===== src/rtl/display_pkg.sv =====
// Shared constants for the watch display multiplexer: blank code, 7-seg letter
// codes and the default mode-name banners (index 0 = leftmost digit).
package display_pkg;

    localparam int         CODE_W_STD = 5;
    localparam logic [4:0] CODE_BLANK = 5'd31;

    localparam logic [4:0] CODE_L = 5'd11;
    localparam logic [4:0] CODE_C = 5'd12;
    localparam logic [4:0] CODE_P = 5'd13;
    localparam logic [4:0] CODE_T = 5'd14;
    localparam logic [4:0] CODE_S = 5'd15;
    localparam logic [4:0] CODE_R = 5'd16;
    localparam logic [4:0] CODE_A = 5'd17;
    localparam logic [4:0] CODE_N = 5'd18;
    localparam logic [4:0] CODE_U = 5'd19;
    localparam logic [4:0] CODE_O = 5'd20;

    typedef enum logic [1:0] {
        MODE_CLOCK,
        MODE_STOPWATCH,
        MODE_ALARM,
        MODE_COUNTDOWN
    } mode_e;

    // Packed with digit 0 in the least significant field, so literals read right-to-left.
    localparam logic [19:0] BANNER_CLOCK     = {CODE_C, CODE_O, CODE_L, CODE_C};     // "CLOC"
    localparam logic [19:0] BANNER_STOPWATCH = {CODE_P, CODE_O, CODE_T, CODE_S};     // "StOP"
    localparam logic [19:0] BANNER_ALARM     = {CODE_R, CODE_A, CODE_L, CODE_A};     // "ALAr"
    localparam logic [19:0] BANNER_COUNTDOWN = {CODE_BLANK, CODE_T, CODE_N, CODE_C}; // "Cnt "

    localparam logic [79:0] BANNER_DEFAULT =
        {BANNER_COUNTDOWN, BANNER_ALARM, BANNER_STOPWATCH, BANNER_CLOCK};

endpackage


===== src/rtl/display_scan_mux_scan_timer.sv =====
// Digit-scan timebase: prescaler, digit index and a one-cycle frame_end pulse
// asserted on the cycle whose clock edge wraps the index back to digit 0.
module scan_timer #(
    parameter int  NUM_DIGITS = 4,
    parameter int  SCAN_DIV   = 1000,
    localparam int IDX_W      = (NUM_DIGITS > 1) ? $clog2(NUM_DIGITS) : 1
) (
    input  logic             clk,
    input  logic             rst_n,
    output logic [IDX_W-1:0] idx_o,
    output logic             frame_end_o
);

    localparam int PRE_W = $clog2(SCAN_DIV);

    logic [PRE_W-1:0] pre_q, pre_d;
    logic [IDX_W-1:0] idx_q, idx_d;
    logic             pre_wrap;
    logic             idx_last;

    assign pre_wrap = (pre_q == PRE_W'(SCAN_DIV - 1));
    assign idx_last = (idx_q == IDX_W'(NUM_DIGITS - 1));

    always_comb begin
        pre_d = pre_wrap ? '0 : pre_q + 1'b1;
        idx_d = idx_q;
        if (pre_wrap) begin
            idx_d = idx_last ? '0 : idx_q + 1'b1;
        end
    end

    always_ff @(posedge clk or negedge rst_n) begin
        if (!rst_n) begin
            pre_q <= '0;
            idx_q <= '0;
        end else begin
            pre_q <= pre_d;
            idx_q <= idx_d;
        end
    end

    assign idx_o       = idx_q;
    assign frame_end_o = pre_wrap && idx_last;

endmodule


===== src/rtl/display_scan_mux.sv =====
// Multiplexed BCD display driver with per-mode source select and a timed
// mode-name banner. Define DISPLAY_LZS_EN for leading-zero suppression.
module display_scan_mux
    import display_pkg::*;
#(
    parameter int  NUM_DIGITS    = 4,
    parameter int  NUM_SRC       = 4,
    parameter int  SCAN_DIV      = 1000,
    parameter int  BANNER_FRAMES = 256,
    parameter int  CODE_W        = CODE_W_STD,
    localparam int SEL_W         = (NUM_SRC > 1) ? $clog2(NUM_SRC) : 1
) (
    input  logic                               clk,
    input  logic                               rst_n,
    input  logic [NUM_SRC*NUM_DIGITS*4-1:0]      src_digits,
    input  logic [NUM_SRC*NUM_DIGITS*CODE_W-1:0] name_codes,
    input  logic [SEL_W-1:0]                   mode_sel,
    input  logic                               name_req,
    output logic [CODE_W-1:0]                  digit_code,
    output logic [NUM_DIGITS-1:0]              digit_en,
    output logic                               banner_active
);

    localparam int IDX_W = (NUM_DIGITS > 1) ? $clog2(NUM_DIGITS) : 1;
    localparam int BAN_W = $clog2(BANNER_FRAMES + 1);
    localparam logic [CODE_W-1:0] BLANK = '1;

    logic [IDX_W-1:0]  idx;
    logic              frame_end;
    logic [SEL_W-1:0]  mode_q, mode_d;
    logic [BAN_W-1:0]  ban_cnt_q, ban_cnt_d;
    logic              mode_valid;
    logic              mode_load;
    logic              banner;
    logic              suppress;
    logic [3:0]        nib_cur;
    logic [CODE_W-1:0] code_q, code_d;
    logic [NUM_DIGITS-1:0] en_q, en_d;
    logic              banner_q;

    logic [3:0]        nib_a  [NUM_SRC][NUM_DIGITS];
    logic [CODE_W-1:0] name_a [NUM_SRC][NUM_DIGITS];

    scan_timer #(
        .NUM_DIGITS (NUM_DIGITS),
        .SCAN_DIV   (SCAN_DIV)
    ) u_scan_timer (
        .clk         (clk),
        .rst_n       (rst_n),
        .idx_o       (idx),
        .frame_end_o (frame_end)
    );

    for (genvar s = 0; s < NUM_SRC; s++) begin : g_src
        for (genvar d = 0; d < NUM_DIGITS; d++) begin : g_dig
            assign nib_a[s][d]  = src_digits[(s*NUM_DIGITS + d)*4 +: 4];
            assign name_a[s][d] = name_codes[(s*NUM_DIGITS + d)*CODE_W +: CODE_W];
        end
    end

    // A power-of-two source count makes every select value legal.
    if (NUM_SRC == (1 << SEL_W)) begin : g_sel_full
        assign mode_valid = 1'b1;
    end else begin : g_sel_part
        assign mode_valid = (int'(mode_sel) < NUM_SRC);
    end

    always_comb begin
        mode_load = mode_valid && (mode_sel != mode_q);
        mode_d    = mode_load ? mode_sel : mode_q;
        ban_cnt_d = ban_cnt_q;
        if (mode_load) begin
            ban_cnt_d = BAN_W'(BANNER_FRAMES);
        end else if (frame_end && (ban_cnt_q != '0)) begin
            ban_cnt_d = ban_cnt_q - 1'b1;
        end
    end

    always_ff @(posedge clk or negedge rst_n) begin
        if (!rst_n) begin
            mode_q    <= '0;
            ban_cnt_q <= '0;
        end else begin
            mode_q    <= mode_d;
            ban_cnt_q <= ban_cnt_d;
        end
    end

    assign banner  = (ban_cnt_q != '0) || name_req;
    assign nib_cur = nib_a[mode_q][idx];

`ifdef DISPLAY_LZS_EN
    logic [NUM_DIGITS-1:0] nz_cur;
    logic                  lead_zero;

    // Any nonzero nibble (including 10-15) ends the leading-zero run.
    for (genvar d = 0; d < NUM_DIGITS; d++) begin : g_nz
        assign nz_cur[d] = (nib_a[mode_q][d] != 4'd0);
    end

    always_comb begin
        lead_zero = 1'b1;
        for (int d = 0; d < NUM_DIGITS; d++) begin
            if ((d <= int'(idx)) && nz_cur[d]) begin
                lead_zero = 1'b0;
            end
        end
        suppress = lead_zero && (idx != IDX_W'(NUM_DIGITS - 1));
    end
`else
    assign suppress = 1'b0;
`endif

    always_comb begin
        en_d = {{(NUM_DIGITS-1){1'b0}}, 1'b1} << idx;
        if (banner) begin
            code_d = name_a[mode_q][idx];
        end else if ((nib_cur > 4'd9) || suppress) begin
            code_d = BLANK;
        end else begin
            code_d = CODE_W'(nib_cur);
        end
    end

    always_ff @(posedge clk or negedge rst_n) begin
        if (!rst_n) begin
            code_q   <= BLANK;
            en_q     <= '0;
            banner_q <= 1'b0;
        end else begin
            code_q   <= code_d;
            en_q     <= en_d;
            banner_q <= banner;
        end
    end

    assign digit_code    = code_q;
    assign digit_en      = en_q;
    assign banner_active = banner_q;

endmodule


===== config.mk =====
export PLATFORM = sky130hd
export DESIGN_NAME = display_scan_mux
export DESIGN_NICKNAME = d
export VERILOG_FILES = /design/src/rtl/display_pkg.sv /design/src/rtl/display_scan_mux_scan_timer.sv /design/src/rtl/display_scan_mux.sv
export SDC_FILE = /design/constraint.sdc
export NUM_CORES = 1
export LEC_CHECK = 0
export ABC_CLOCK_PERIOD_IN_PS = 4600
export CAP_MARGIN = 20
export CORE_MARGIN = 2
export CORE_UTILIZATION = 40
export CTS_CLUSTER_SIZE = 12
export DETAILED_ROUTE_END_ITERATION = 7
export PLACE_DENSITY = 0.88
export SYNTH_ARGS = -nofsm -noshare
export SYNTH_HDL_FRONTEND = slang
export SYNTH_SLANG_ARGS = --single-unit

===== constraint.sdc =====
create_clock -name clk -period 4.6 [get_ports clk]
set_clock_uncertainty 0.1 [all_clocks]
set_input_delay 0.69 -clock clk [delete_from_list [all_inputs] [get_ports clk]]
set_output_delay 0.69 -clock clk [all_outputs]
set_load 0.01 [all_outputs]

# After elaboration in Yosys (flattened, before gate mapping)
# Cells that the tools add are included.
[word_totals] out_inout_bits=10 register_bits=33 in_bits=149 wordCells=42
[op_classes] n_eq_ne=3 addsub=3 n_bitwise=2 n_shift=1 muxes=18 magnitude_cmp=3 reduce_logical=5
[op_table] operator="binary-select mux 20 bit (select 2 bit)" n=1
[op_table] operator="two-way mux 20 bit" n=2
[op_table] operator="binary-select mux 16 bit (select 2 bit)" n=1
[op_table] operator="two-way mux 16 bit" n=2
[op_table] operator="two-way mux 5 bit" n=4
[op_table] operator="two-way mux 9 bit" n=2
[op_table] operator="adder 10 x 1 -> 10 bit, second input constant" n=1
[op_table] operator="binary-select mux 5 bit (select 2 bit)" n=1
[op_table] operator="equality test 10 bit, second input constant" n=1
[op_table] operator="two-way mux 10 bit" n=1
[op_table] operator="nonzero test 9 bit" n=1
[op_table] operator="subtractor 9 x 1 -> 9 bit, second input constant" n=1
[op_table] operator="binary-select mux 4 bit (select 2 bit)" n=1
[op_table] operator="two-way mux 4 bit" n=2
[op_table] operator="greater-or-equal comparator 3 bit, second input constant" n=2
[op_table] operator="NOT 2 -> 3 bit" n=2
[op_table] operator="greater-than comparator 4 bit, second input constant" n=1
[op_table] operator="left shift 1 x 2 -> 4 bit, first input constant" n=1
[op_table] operator="adder 2 x 1 -> 2 bit, second input constant" n=1
[op_table] operator="equality test 2 bit, second input constant" n=1
[op_table] operator="logical AND 1 bit" n=2
[op_table] operator="two-way mux 2 bit" n=1
[op_table] operator="!= test 2 bit" n=1
[op_table] operator="nonzero test 2 bit" n=1
[op_table] operator="logical OR 1 bit" n=1

# Depth between registers and ports, before layout
[depth] word_depth=10 mapped_depth=9 ltp_nobuf=8

# Hierarchy
# A second synthesis with hierarchy kept.
[hier_totals] hier_cells=205 area_unflattened_um2=2666.3
[modules_own_cells] mod="display_scan_mux" seq_area_each_um2=531.8 n_inst=1 cells_each=147 area_per_inst_um2=2024.4
[modules_own_cells] mod="scan_timer" seq_area_each_um2=300.3 n_inst=1 cells_each=58 area_per_inst_um2=641.9

# Worst setup path after synthesis
# No wires, ideal clock.
[synth_timing] kind="flip-flop to flip-flop" start="reg u_scan_timer.pre_q[0]" end="reg ban_cnt_q[5]" stages_incl_launch_ff=9 setup_time_ns=0.134 synth_period_minus_slack_ns=2.268 required_ns=4.366 arrival_ns=2.034 slack_ns=2.332 n_path_buf=2 path_cell_list="dfrtp_1 ha_1 nand4b_1 or4_1 buf_2 or2_1 buf_2 o41ai_1 a21oi_1"
[synth_between] elab_chain_len=4
[synth_rtl] element="start, declared" line_no="display_scan_mux_scan_timer.sv:16" rtl="logic [PRE_W-1:0] pre_q, pre_d;"
[synth_rtl] element="start signal, assigned" line_no="display_scan_mux_scan_timer.sv:37" rtl="pre_q <= pre_d;"
[synth_rtl] element="equality test 10 bit" line_no="display_scan_mux_scan_timer.sv:21" rtl="assign pre_wrap = (pre_q == PRE_W'(SCAN_DIV - 1));"
[synth_rtl] element="logical AND 1 bit" line_no="display_scan_mux_scan_timer.sv:43" rtl="assign frame_end_o = pre_wrap && idx_last;"
[synth_rtl] element="logical AND 1 bit" line_no="display_scan_mux.sv:74" rtl="end else if (frame_end && (ban_cnt_q != '0)) begin"
[synth_rtl] element="nonzero test 2 bit (no source line)"
[synth_rtl] element="end signal, assigned" line_no="display_scan_mux.sv:85" rtl="ban_cnt_q <= ban_cnt_d;"
[synth_rtl] element="end, declared" line_no="display_scan_mux.sv:31" rtl="logic [BAN_W-1:0] ban_cnt_q, ban_cnt_d;"
# Every way passes these cells.
# A chain may end at the register's enable or synchronous reset.

# Worst setup path in the final report
[layout_timing] start="reg mode_q[0]" end="reg code_q[0], in the netlist digit_code[0]"
[layout_between] elab_chain_len=10 elab_cells_between_ends=16 cone_classes="order compare (1); mux (14); bitwise (1)"
[layout_rtl] element="start, declared" line_no="display_scan_mux.sv:30" rtl="logic [SEL_W-1:0] mode_q, mode_d;"
[layout_rtl] element="start signal, assigned" line_no="display_scan_mux.sv:84" rtl="mode_q <= mode_d;"
[layout_rtl] element="NOT 2 -> 3 bit (not written as such) *" line_no="display_scan_mux.sv:90, display_scan_mux.sv:117"
[layout_rtl] element="binary-select mux 16 bit (select 2 bit)" line_no="display_scan_mux.sv:90" rtl="assign nib_cur = nib_a[mode_q][idx];"
[layout_rtl] element="two-way mux 16 bit (not written as such) (2 in a row)" line_no="display_scan_mux.sv:90"
[layout_rtl] element="binary-select mux 4 bit (select 2 bit)" line_no="display_scan_mux.sv:90"
[layout_rtl] element="two-way mux 4 bit (not written as such) (2 in a row)" line_no="display_scan_mux.sv:90"
[layout_rtl] element="greater-than comparator 4 bit" line_no="display_scan_mux.sv:118" rtl="end else if ((nib_cur > 4'd9) || suppress) begin"
[layout_rtl] element="two-way mux 5 bit" line_no="display_scan_mux.sv:118"
[layout_rtl] element="two-way mux 5 bit *" line_no="display_scan_mux.sv:116" rtl="if (banner) begin"
[layout_rtl] element="via code_d[0]" line_no="display_scan_mux.sv:37" rtl="logic [CODE_W-1:0] code_q, code_d;"
[layout_rtl] element="end signal, assigned" line_no="display_scan_mux.sv:131" rtl="code_q <= code_d;"
[layout_rtl] element="end, declared" line_no="display_scan_mux.sv:37"
# The timed path passes the listed nets; every way through them passes the cells marked *. The select of a mux whose other input is x is not followed.

==> flow_metrics.py <==
metrics = {
    "run_status": {
        "status": "finished clean",
    },
    "sta": {
        "setup_viol": 0,
        "slew_headroom": 0.3458,
        "worst_pin_slew_ns": 0.9738,
        "post-route-min-period_ns": 2.629,
        "rsz0062_at_grt": "no",
        "max_freq_mhz": 380.4,
        "slew_viol_final": 0,
        "tns_ns": 0,
        "hold-worst-slack_ns": 0.3897,
        "finalCritPeriodShare": 0.5714,
        "final_hold_viol_count": 0,
    },
    "min_path": {
        "hold_path_end": "u_scan_timer.pre_q[9]$_DFF_PN0_",
        "hold_class": "reg -> reg",
        "holdPathStages": 1,
        "hp-start": "u_scan_timer.pre_q[9]$_DFF_PN0_",
    },
    "worst_setup_path": {
        "required_ns": 4.69,
        "cp_max_fo": 30,
        "worstRegToRegCells": 6,
        "cp_cell_sequence": "buf_4, mux4_2, a22oi_1, nand2_1, o21ai_1, a31oi_1",
        "critPathKind": "reg -> reg",
        "path_delay_family": "flip-flops",
        "critPathLaunchType": "register",
        "critPathMaxStageDelay_ns": 0.99,
        "reg2reg_from": "mode_q[0]$_DFFE_PN0N_",
        "critPathArrivalTime_ns": 2.72,
        "crit_buf_inv": 1,
        "cpMaxStageDelayCell": "dfrtp_2",
        "r2r-end": "digit_code[0]$_DFF_PN1_",
        "worstSetupEndpointType": "register",
        "reg2reg_setup_slack_ns": 1.97,
    },
    "cts": {
        "cts_buffer_depth": 2,
        "cts_tree": "built",
        "htree_num_levels": 2,
        "clk_latency_ns": 0.29,
        "path_clk_slew_ns": 0.07,
        "postCtsSetupBuffers": 0,
        "ctsRootBufferMaster": "clkbuf_8",
        "hold_buffers": 0,
        "cts_resized": 0,
        "cts.sinks": 33,
        "numCtsBuffers": 5,
    },
    "synth": {
        "synth_area_leader_cell": "mux4_2",
        "ys_seq_area_frac": 0.3279,
        "syn-num-nets": 355,
        "yosys_most_used_dff": "dfrtp_1",
        "synth_edf_count": 0,
        "ys_warn_count": 0,
        "syn-cell-area_sq_mm": 0.002537,
        "ys_ff_latch": 33,
        "yosysTopAreaCellShare": 0.3550,
        "async_flop_share": 1.000,
        "synthTopCellsByArea": "mux4_2 36%, dfrtp_1 28%, dfstp_2 5.2%",
        "synth_cell_type_count": 40,
        "synth.avg_cell_area_sq_um": 12.69,
        "syn_inst": 200,
    },
    "global_routing": {
        "antenna_found_initial": 0,
        "grt_pass1_wl_mm": 12.78,
        "grt_max_degree": 38,
        "grt_pass1_vias": 2627,
        "grt-ovfl-total": 0,
        "grt_usage": 0.2348,
    },
    "final_layout": {
        "layout.cells.non_filler": 432,
        "antenna_cells": 0,
        "final_common_cell": "clkdlybuf4s50_1",
        "final_cell_mix": "158 x clkdlybuf4s50_1, 40 x mux4_2, 27 x dfrtp_1, 16 x nor2_1, 10 x nand2_1",
        "multi_input_area_sq_mm": 0.001619,
        "nets": 509,
        "fill_cells": 480,
        "drive_above_1_share": 0.1662,
        "area.sequential_sq_um": 833.3,
        "area_delta_synth_final_pct": 68.24,
    },
    "detailed_routing": {
        "ant_nets": 0,
        "drc": 0,
        "dr.pass1.iters": 4,
        "wl_mm": 8.104,
        "vias_per_cell": 5.516,
        "avgRoutedWirePerCell_microns": 18.76,
        "vias": 2383,
        "drt-initial-drc-count": 106,
    },
    "floorplan": {
        "die_y_microns": 83.65,
        "io_pins": 159,
        "num_rows": 29,
        "initial_core_util": 0.4066,
        "die_w_microns": 83.65,
        "core_area_sq_mm": 0.006241,
        "die-area_sq_mm": 0.006996,
    },
    "place": {
        "placedCellCount": 424,
        "portBuffers": 158,
        "place_congestion": 0.8863,
        "dpl.hpwl_mm": 6.809,
    },
    "pwr": {
        "switching_share": 0.2260,
        "combPwrFrac": 0.309,
        "p_per_area_mw_per_mm2": 181.7,
        "finalPower_mw": 0.7757,
        "intPower_mw": 0.6003,
        "vdd_drop_max_uv": 165.3,
        "power_leakage_nw": 1.600,
        "p_sw_mw": 0.1753,
        "power.share.clock": 0.293,
        "seq_power_share": 0.398,
    },
    "run": {
        "drv_cap": 0,
    },
}
[synthesized netlist by cell type (2+ instances only)]
| cell type | count |
|---|---|
| mux4_2 | 40 |
| dfrtp_1 | 28 |
| nor2_1 | 16 |
| nand2_1 | 10 |
| xnor2_1 | 9 |
| a22oi_1 | 8 |
| a21oi_1 | 7 |
| clkbuf_1 | 7 |
| buf_2 | 6 |
| ha_1 | 6 |
| nand3_1 | 6 |
| dfstp_2 | 5 |
| and3_1 | 4 |
| nor2b_1 | 4 |
| o21ai_0 | 4 |
| inv_1 | 3 |
| nor3_1 | 3 |
| o41ai_1 | 3 |
| or3b_1 | 3 |
| xor2_1 | 3 |
| clkinv_1 | 2 |
| nor4_4 | 2 |
| o21ai_1 | 2 |
| o31ai_1 | 2 |
| or3_1 | 2 |
[how the worst max path moves through the flow]
stage	endpoint	depth (start not counted)	slack, ns	start
6_report	digit_code[0]$_DFF_PN1_	6	1.97	mode_q[0]$_DFFE_PN0N_
5_1_grt	digit_code[1]$_DFF_PN1_	6	1.68	mode_q[0]$_DFFE_PN0N_
4_1_cts	digit_code[0]$_DFF_PN1_	6	1.92	mode_q[0]$_DFFE_PN0N_
3_5_place_dp	digit_code[0]$_DFF_PN1_	6	1.93	mode_q[0]$_DFFE_PN0N_
3_3_place_gp	digit_code[0]$_DFF_PN1_	6	1.98	mode_q[0]$_DFFE_PN0N_
2_1_floorplan	ban_cnt_q[5]$_DFFE_PN0P_	8	2.33	u_scan_timer.pre_q[0]$_DFF_PN0_
[power by group through the flow]
stage               Clock [mW]  Combinational [mW]  Sequential, mW
finish                   0.227               0.240           0.309
global route             0.241               0.254           0.310
CTS                      0.232               0.242           0.309
detailed placement           0               0.241           0.314
global placement             0               0.236           0.314
floorplan                    0              0.0907           0.308
[per-layer routing]
layer	vias to the layer above	wire [microns]	global-route usage
li1	1098	-	-
met1	1141	2821	0.2565
met2	122	4493	0.4422
met3	22	531	0.04847
met4	0	258	0.08944
met5	-	0	0
[kinds of logic (layout without fill, tap and decap cells)]
family          after synthesis  after routing  share of synthesized area
compound gates               31             31                    0.08137
xor+xnor                     12             12                    0.04142
fa+ha+maj                     6              6                    0.02959
buf+inv                      20            175                    0.03403
flops                        33             33                     0.3279
mux                          40             40                     0.3550
simple gates                 58             58                     0.1307
[registers in the layout (all words and copies together), names as in the netlist]
name,count
ban_cnt_q,9
banner_active,1
u_scan_timer.pre_q,10
digit_code,5
digit_en,4
mode_q,2
u_scan_timer.idx_o,2
[area by class of cell]
class,instances,area share
inverter,6,0.005276
multi-input combinational,147,0.3792
clock buffer,7,0.02022
tap,77,0.02257
timing repair buffer,161,0.3757
sequential,33,0.1952
clock inverter,1,0.001759
[stage by stage]
stage,worst slack (ns),instance area (sq um),util
6_report,1.971,4269,0.6840
3_3_place_gp,1.979,4175,0.6690
5_1_grt,1.676,4269,0.6840
2_1_floorplan,2.332,2537,-
3_5_place_dp,1.926,4175,0.6690
4_1_cts,1.919,4269,0.6840
No activity file was read; power rests on OpenSTA's default activity.
==> patch 1: new RTL, same settings <==
`NUM_DIGITS` is set to 4 in 2 places; all go to 2.
--- a/src/rtl/display_scan_mux_scan_timer.sv
+++ b/src/rtl/display_scan_mux_scan_timer.sv
@@ -2,5 +2,5 @@
 // asserted on the cycle whose clock edge wraps the index back to digit 0.
 module scan_timer #(
-    parameter int  NUM_DIGITS = 4,
+    parameter int  NUM_DIGITS = 2,
     parameter int  SCAN_DIV   = 1000,
     localparam int IDX_W      = (NUM_DIGITS > 1) ? $clog2(NUM_DIGITS) : 1
--- a/src/rtl/display_scan_mux.sv
+++ b/src/rtl/display_scan_mux.sv
@@ -4,5 +4,5 @@
     import display_pkg::*;
 #(
-    parameter int  NUM_DIGITS    = 4,
+    parameter int  NUM_DIGITS    = 2,
     parameter int  NUM_SRC       = 4,
     parameter int  SCAN_DIV      = 1000,
Ports: changed (resized digit_en, name_codes and src_digits); port bits go from 159 to 85. No check against the original RTL was run, so the function may have changed too.
==> patch 1 against the unedited design <==
Wire length is 39% lower. Synthesized cell count is 18% lower. Sequential cell count is 3 lower. Setup slack better by 260 ps. Die area is 23% lower. Area after synthesis is 24% lower. Total power is 18% lower. Design area is 32% lower. Via count is 26% lower. Critical endpoint is now ban_cnt_q[6]$_DFFE_PN0P_.
==> patch 1: results (changes against the unedited design) <==
* Largest net degree at the start of global routing at 20 (-47%)
* Global-route wire length before repair at 8.073 mm (-37%)
* Multi-input logic area at 1096 sq um (-32%)
* Met3 WL at 413 um (-22%)
* Clock network area share at 3.137% (+0.94 points)
* Placed inst area at 2788 sq um (-33%)
* Number of global-route vias before repair at 1850 (-30%)
* Post-Synth XOR/XNOR Area at 4.112% (-0.030 points)
* Syn Inst Count at 165 (-18%)
* Adder-Cell Fraction of Synth Area at 1.305% (-1.7 points)
* GRT Util Overall at 19.85% (-3.6 points)
* CP arrival at 2480 ps (-240 ps)
* Slowest Stage Delay on Critical Path at 750 ps (-240 ps)
* Peak VDD IR at 90.94 uV (-45%)
* Finished Layout Cells at 303 (-30%)
* Number of synthesized register bits at 30 (-9.1%)
* Ratio of cells with drive above 1 in the final layout at 16.47% (-0.15 points)
* Final non-clock buffer share at 30.25% (-7.3 points)
* Wire length on met2 at 2.594 mm (-42%)
* Reg2reg start: u_scan_timer.idx_o$_DFFE_PN0N_
* Register area at 757.0 sq um (-9.2%)
* M3 GR Usage at 6.768% (+1.9 points)
* Non-Clock Inverter Count at 5 (-1)
* Cells on worst reg2reg path at 4 (-2)
* Fill cells at 348 (-28%)
* Cell Count Post-Placement at 293 (-31%)
* Synth unique cells at 43 (+7.5%)
* M2 GR Usage at 33.83% (-10 points)
* Pleak at 1.156 nW (-28%)
* Nonclk buf count at 87 (-46%)
* Status: completed
* Slowest stage cell, crit path: or4_1
* Met1 Resource Use GR at 22.47% (-3.2 points)
* Wl on met1 at 1.787 mm (-37%)
* Leading post-synthesis cells by cell area: dfrtp_1, mux4_2, dfstp_2
* Place WS at 1904 ps (-22.11 ps)
* Seq/total area at 26.00% (+6.5 points)
[patch 1: cell types whose count changed in the layout (fill, tap and decap cells not counted), moves of 4 or more]
cell	delta
or3_1	+4
and3_1	-4
ha_1	-4
mux2i_1	+4
nor2_1	-8
mux4_2	-22
clkdlybuf4s50_1	-74
a22oi_1	-8
xnor2_1	-5
or4_1	+5
[patch 1: worst min path at each step]
stage	startpoint	endpoint	slack (ps)	cells after the start
after CTS	u_scan_timer.pre_q[0]$_DFF_PN0_	u_scan_timer.pre_q[0]$_DFF_PN0_	400	1
after global routing	u_scan_timer.pre_q[0]$_DFF_PN0_	u_scan_timer.pre_q[0]$_DFF_PN0_	410	1
after global placement	u_scan_timer.pre_q[0]$_DFF_PN0_	u_scan_timer.pre_q[0]$_DFF_PN0_	370	1
final	u_scan_timer.pre_q[0]$_DFF_PN0_	u_scan_timer.pre_q[0]$_DFF_PN0_	400	1
after detailed placement	u_scan_timer.idx_o$_DFFE_PN0N_	digit_en[1]$_DFF_PN0_	400	0
after floorplan	rst_n	ban_cnt_q[0]$_DFFE_PN0P_	290	0
[patch 1: critical path, delay by kind of cell, from the launching register on]
| family | cells | cell delay (ps) |
|---|---|---|
| compound gates | 1 | 160 |
| simple gates | 2 | 1270 |
| buf+inv | 1 | 310 |
| flops | 1 | 450 |
[patch 1: power by group through the flow]
stage                     sequential (mW)  combinational [mW]  clock [mW]
final                               0.279               0.136       0.224
after global routing                0.279               0.146       0.240
after CTS                           0.282               0.132       0.223
after detailed placement            0.287               0.131           0
after global placement              0.287               0.129           0
after floorplan                     0.281              0.0505           0
==> patch 2: new RTL, same settings <==
Made on the original files. Register the inputs `src_digits`, `name_codes`, `mode_sel` and `name_req` before use. The logic sees them one clock later.
--- a/src/rtl/display_scan_mux.sv
+++ b/src/rtl/display_scan_mux.sv
@@ -25,4 +25,16 @@
     localparam int BAN_W = $clog2(BANNER_FRAMES + 1);
     localparam logic [CODE_W-1:0] BLANK = '1;
+
+    logic [NUM_SRC*NUM_DIGITS*4-1:0] src_digits_q;
+    logic [NUM_SRC*NUM_DIGITS*CODE_W-1:0] name_codes_q;
+    logic [SEL_W-1:0] mode_sel_q;
+    logic name_req_q;
+
+    always_ff @(posedge clk) begin
+        src_digits_q <= src_digits;
+        name_codes_q <= name_codes;
+        mode_sel_q   <= mode_sel;
+        name_req_q   <= name_req;
+    end
 
     logic [IDX_W-1:0]  idx;
@@ -54,6 +66,6 @@
     for (genvar s = 0; s < NUM_SRC; s++) begin : g_src
         for (genvar d = 0; d < NUM_DIGITS; d++) begin : g_dig
-            assign nib_a[s][d]  = src_digits[(s*NUM_DIGITS + d)*4 +: 4];
-            assign name_a[s][d] = name_codes[(s*NUM_DIGITS + d)*CODE_W +: CODE_W];
+            assign nib_a[s][d]  = src_digits_q[(s*NUM_DIGITS + d)*4 +: 4];
+            assign name_a[s][d] = name_codes_q[(s*NUM_DIGITS + d)*CODE_W +: CODE_W];
         end
     end
@@ -63,10 +75,10 @@
         assign mode_valid = 1'b1;
     end else begin : g_sel_part
-        assign mode_valid = (int'(mode_sel) < NUM_SRC);
+        assign mode_valid = (int'(mode_sel_q) < NUM_SRC);
     end
 
     always_comb begin
-        mode_load = mode_valid && (mode_sel != mode_q);
-        mode_d    = mode_load ? mode_sel : mode_q;
+        mode_load = mode_valid && (mode_sel_q != mode_q);
+        mode_d    = mode_load ? mode_sel_q : mode_q;
         ban_cnt_d = ban_cnt_q;
         if (mode_load) begin
@@ -87,5 +99,5 @@
     end
 
-    assign banner  = (ban_cnt_q != '0) || name_req;
+    assign banner  = (ban_cnt_q != '0) || name_req_q;
     assign nib_cur = nib_a[mode_q][idx];
 
Function: changed (a bounded check fails within 4 cycles, from zero or initial values and one cycle with rst_n low).
==> patch 2 against the unedited design <==
Setup slack worse by 44 ps. Sequential power grew to 5.4 times the old value. Largest cell class is now flip-flops and latches. Largest power group unchanged. Design area is 82% higher. Area after synthesis is 120% higher. Total power grew to 4.2 times the old value. Sequential share of layout area is 29 points higher. Die area is 110% higher. Wire length is 47% higher. Cell count is 65% higher. Critical path type unchanged. Sequential cell count is 147 higher.
==> patch 2: results (changes against the unedited design) <==
* Status: completed
* Worst-margin pin slew at 856.1 ps (-117.7 ps)
* Place WS at 1884 ps (-42.61 ps)
* Drt first-iter violations at 180 (+70%)
* DP HPWL at 8.917 mm (+31%)
* Wl on met1 at 4.738 mm (+68%)
* Seq/Total Area, Yosys at 68.90% (+36 points)
* Worst Path Required at 4840 ps (+150 ps)
* CTS buffer count at 17 (+12)
* Ratio of cells with drive above 1 in the final layout at 15.11% (-1.5 points)
* # clk buffers at 20 (+13)
* M3 GR Usage at 5.686% (+0.84 points)
* Adder-Cell Fraction of Synth Area at 1.370% (-1.6 points)
* Avg Cell Area, Syn at 15.39 sq um (+21%)
* Synth unique cells at 36 (-10%)
* Post-Synth XOR/XNOR Area at 2.398% (-1.7 points)
* Multi-input logic area at 1604 sq um (-0.93%)
* Final non-clock buffer share at 20.73% (-17 points)
* Placed inst area at 7236 sq um (+73%)
* Global-route wire length before repair at 18.71 mm (+46%)
* Cell Count Post-Placement at 680 (+60%)
* Post-synth top cells: dfxtp_1, mux4_2, dfrtp_1, nor2_1, nand2_1
* Fraction of registers with async set/reset at 18.33% (-82 points)
* Min cycle time layout at 2672 ps (+43.60 ps)
* M2 GR Usage at 30.23% (-14 points)
* Cells on worst reg2reg path at 5 (-1)
* Pleak at 3.103 nW (+94%)
* Combinational Power at 0.246 mW (+3%)
* Met1 Resource Use GR at 20.39% (-5.3 points)
* Root Driver: clkbuf_16
* Worst-skew pair later-pin latency at 420 ps (+130 ps)
* Core Footprint at 13300 sq um (+110%)
* Seq/total area at 48.58% (+29 points)
* Wire length on met2 at 6.275 mm (+40%)
* Vias after detailed routing at 3394 (+42%)
* Worst r2r dst: digit_code[4]$_DFF_PN1_
==> patch 2: how the worst min path moves through the flow <==
stage | from | endpoint | slack, ps | depth (start not counted)
2_1_floorplan | rst_n | ban_cnt_q[0]$_DFFE_PN0P_ | 290 | 0
3_3_place_gp | mode_sel_q[1]$_DFF_P_ | mode_q[1]$_DFFE_PN0N_ | 280 | 0
3_5_place_dp | mode_sel_q[1]$_DFF_P_ | mode_q[1]$_DFFE_PN0N_ | 270 | 0
4_1_cts | mode_sel_q[1]$_DFF_P_ | mode_q[1]$_DFFE_PN0N_ | 290 | 0
5_1_grt | mode_sel_q[1]$_DFF_P_ | mode_q[1]$_DFFE_PN0N_ | 290 | 0
6_report | mode_sel_q[1]$_DFF_P_ | mode_q[1]$_DFFE_PN0N_ | 290 | 0
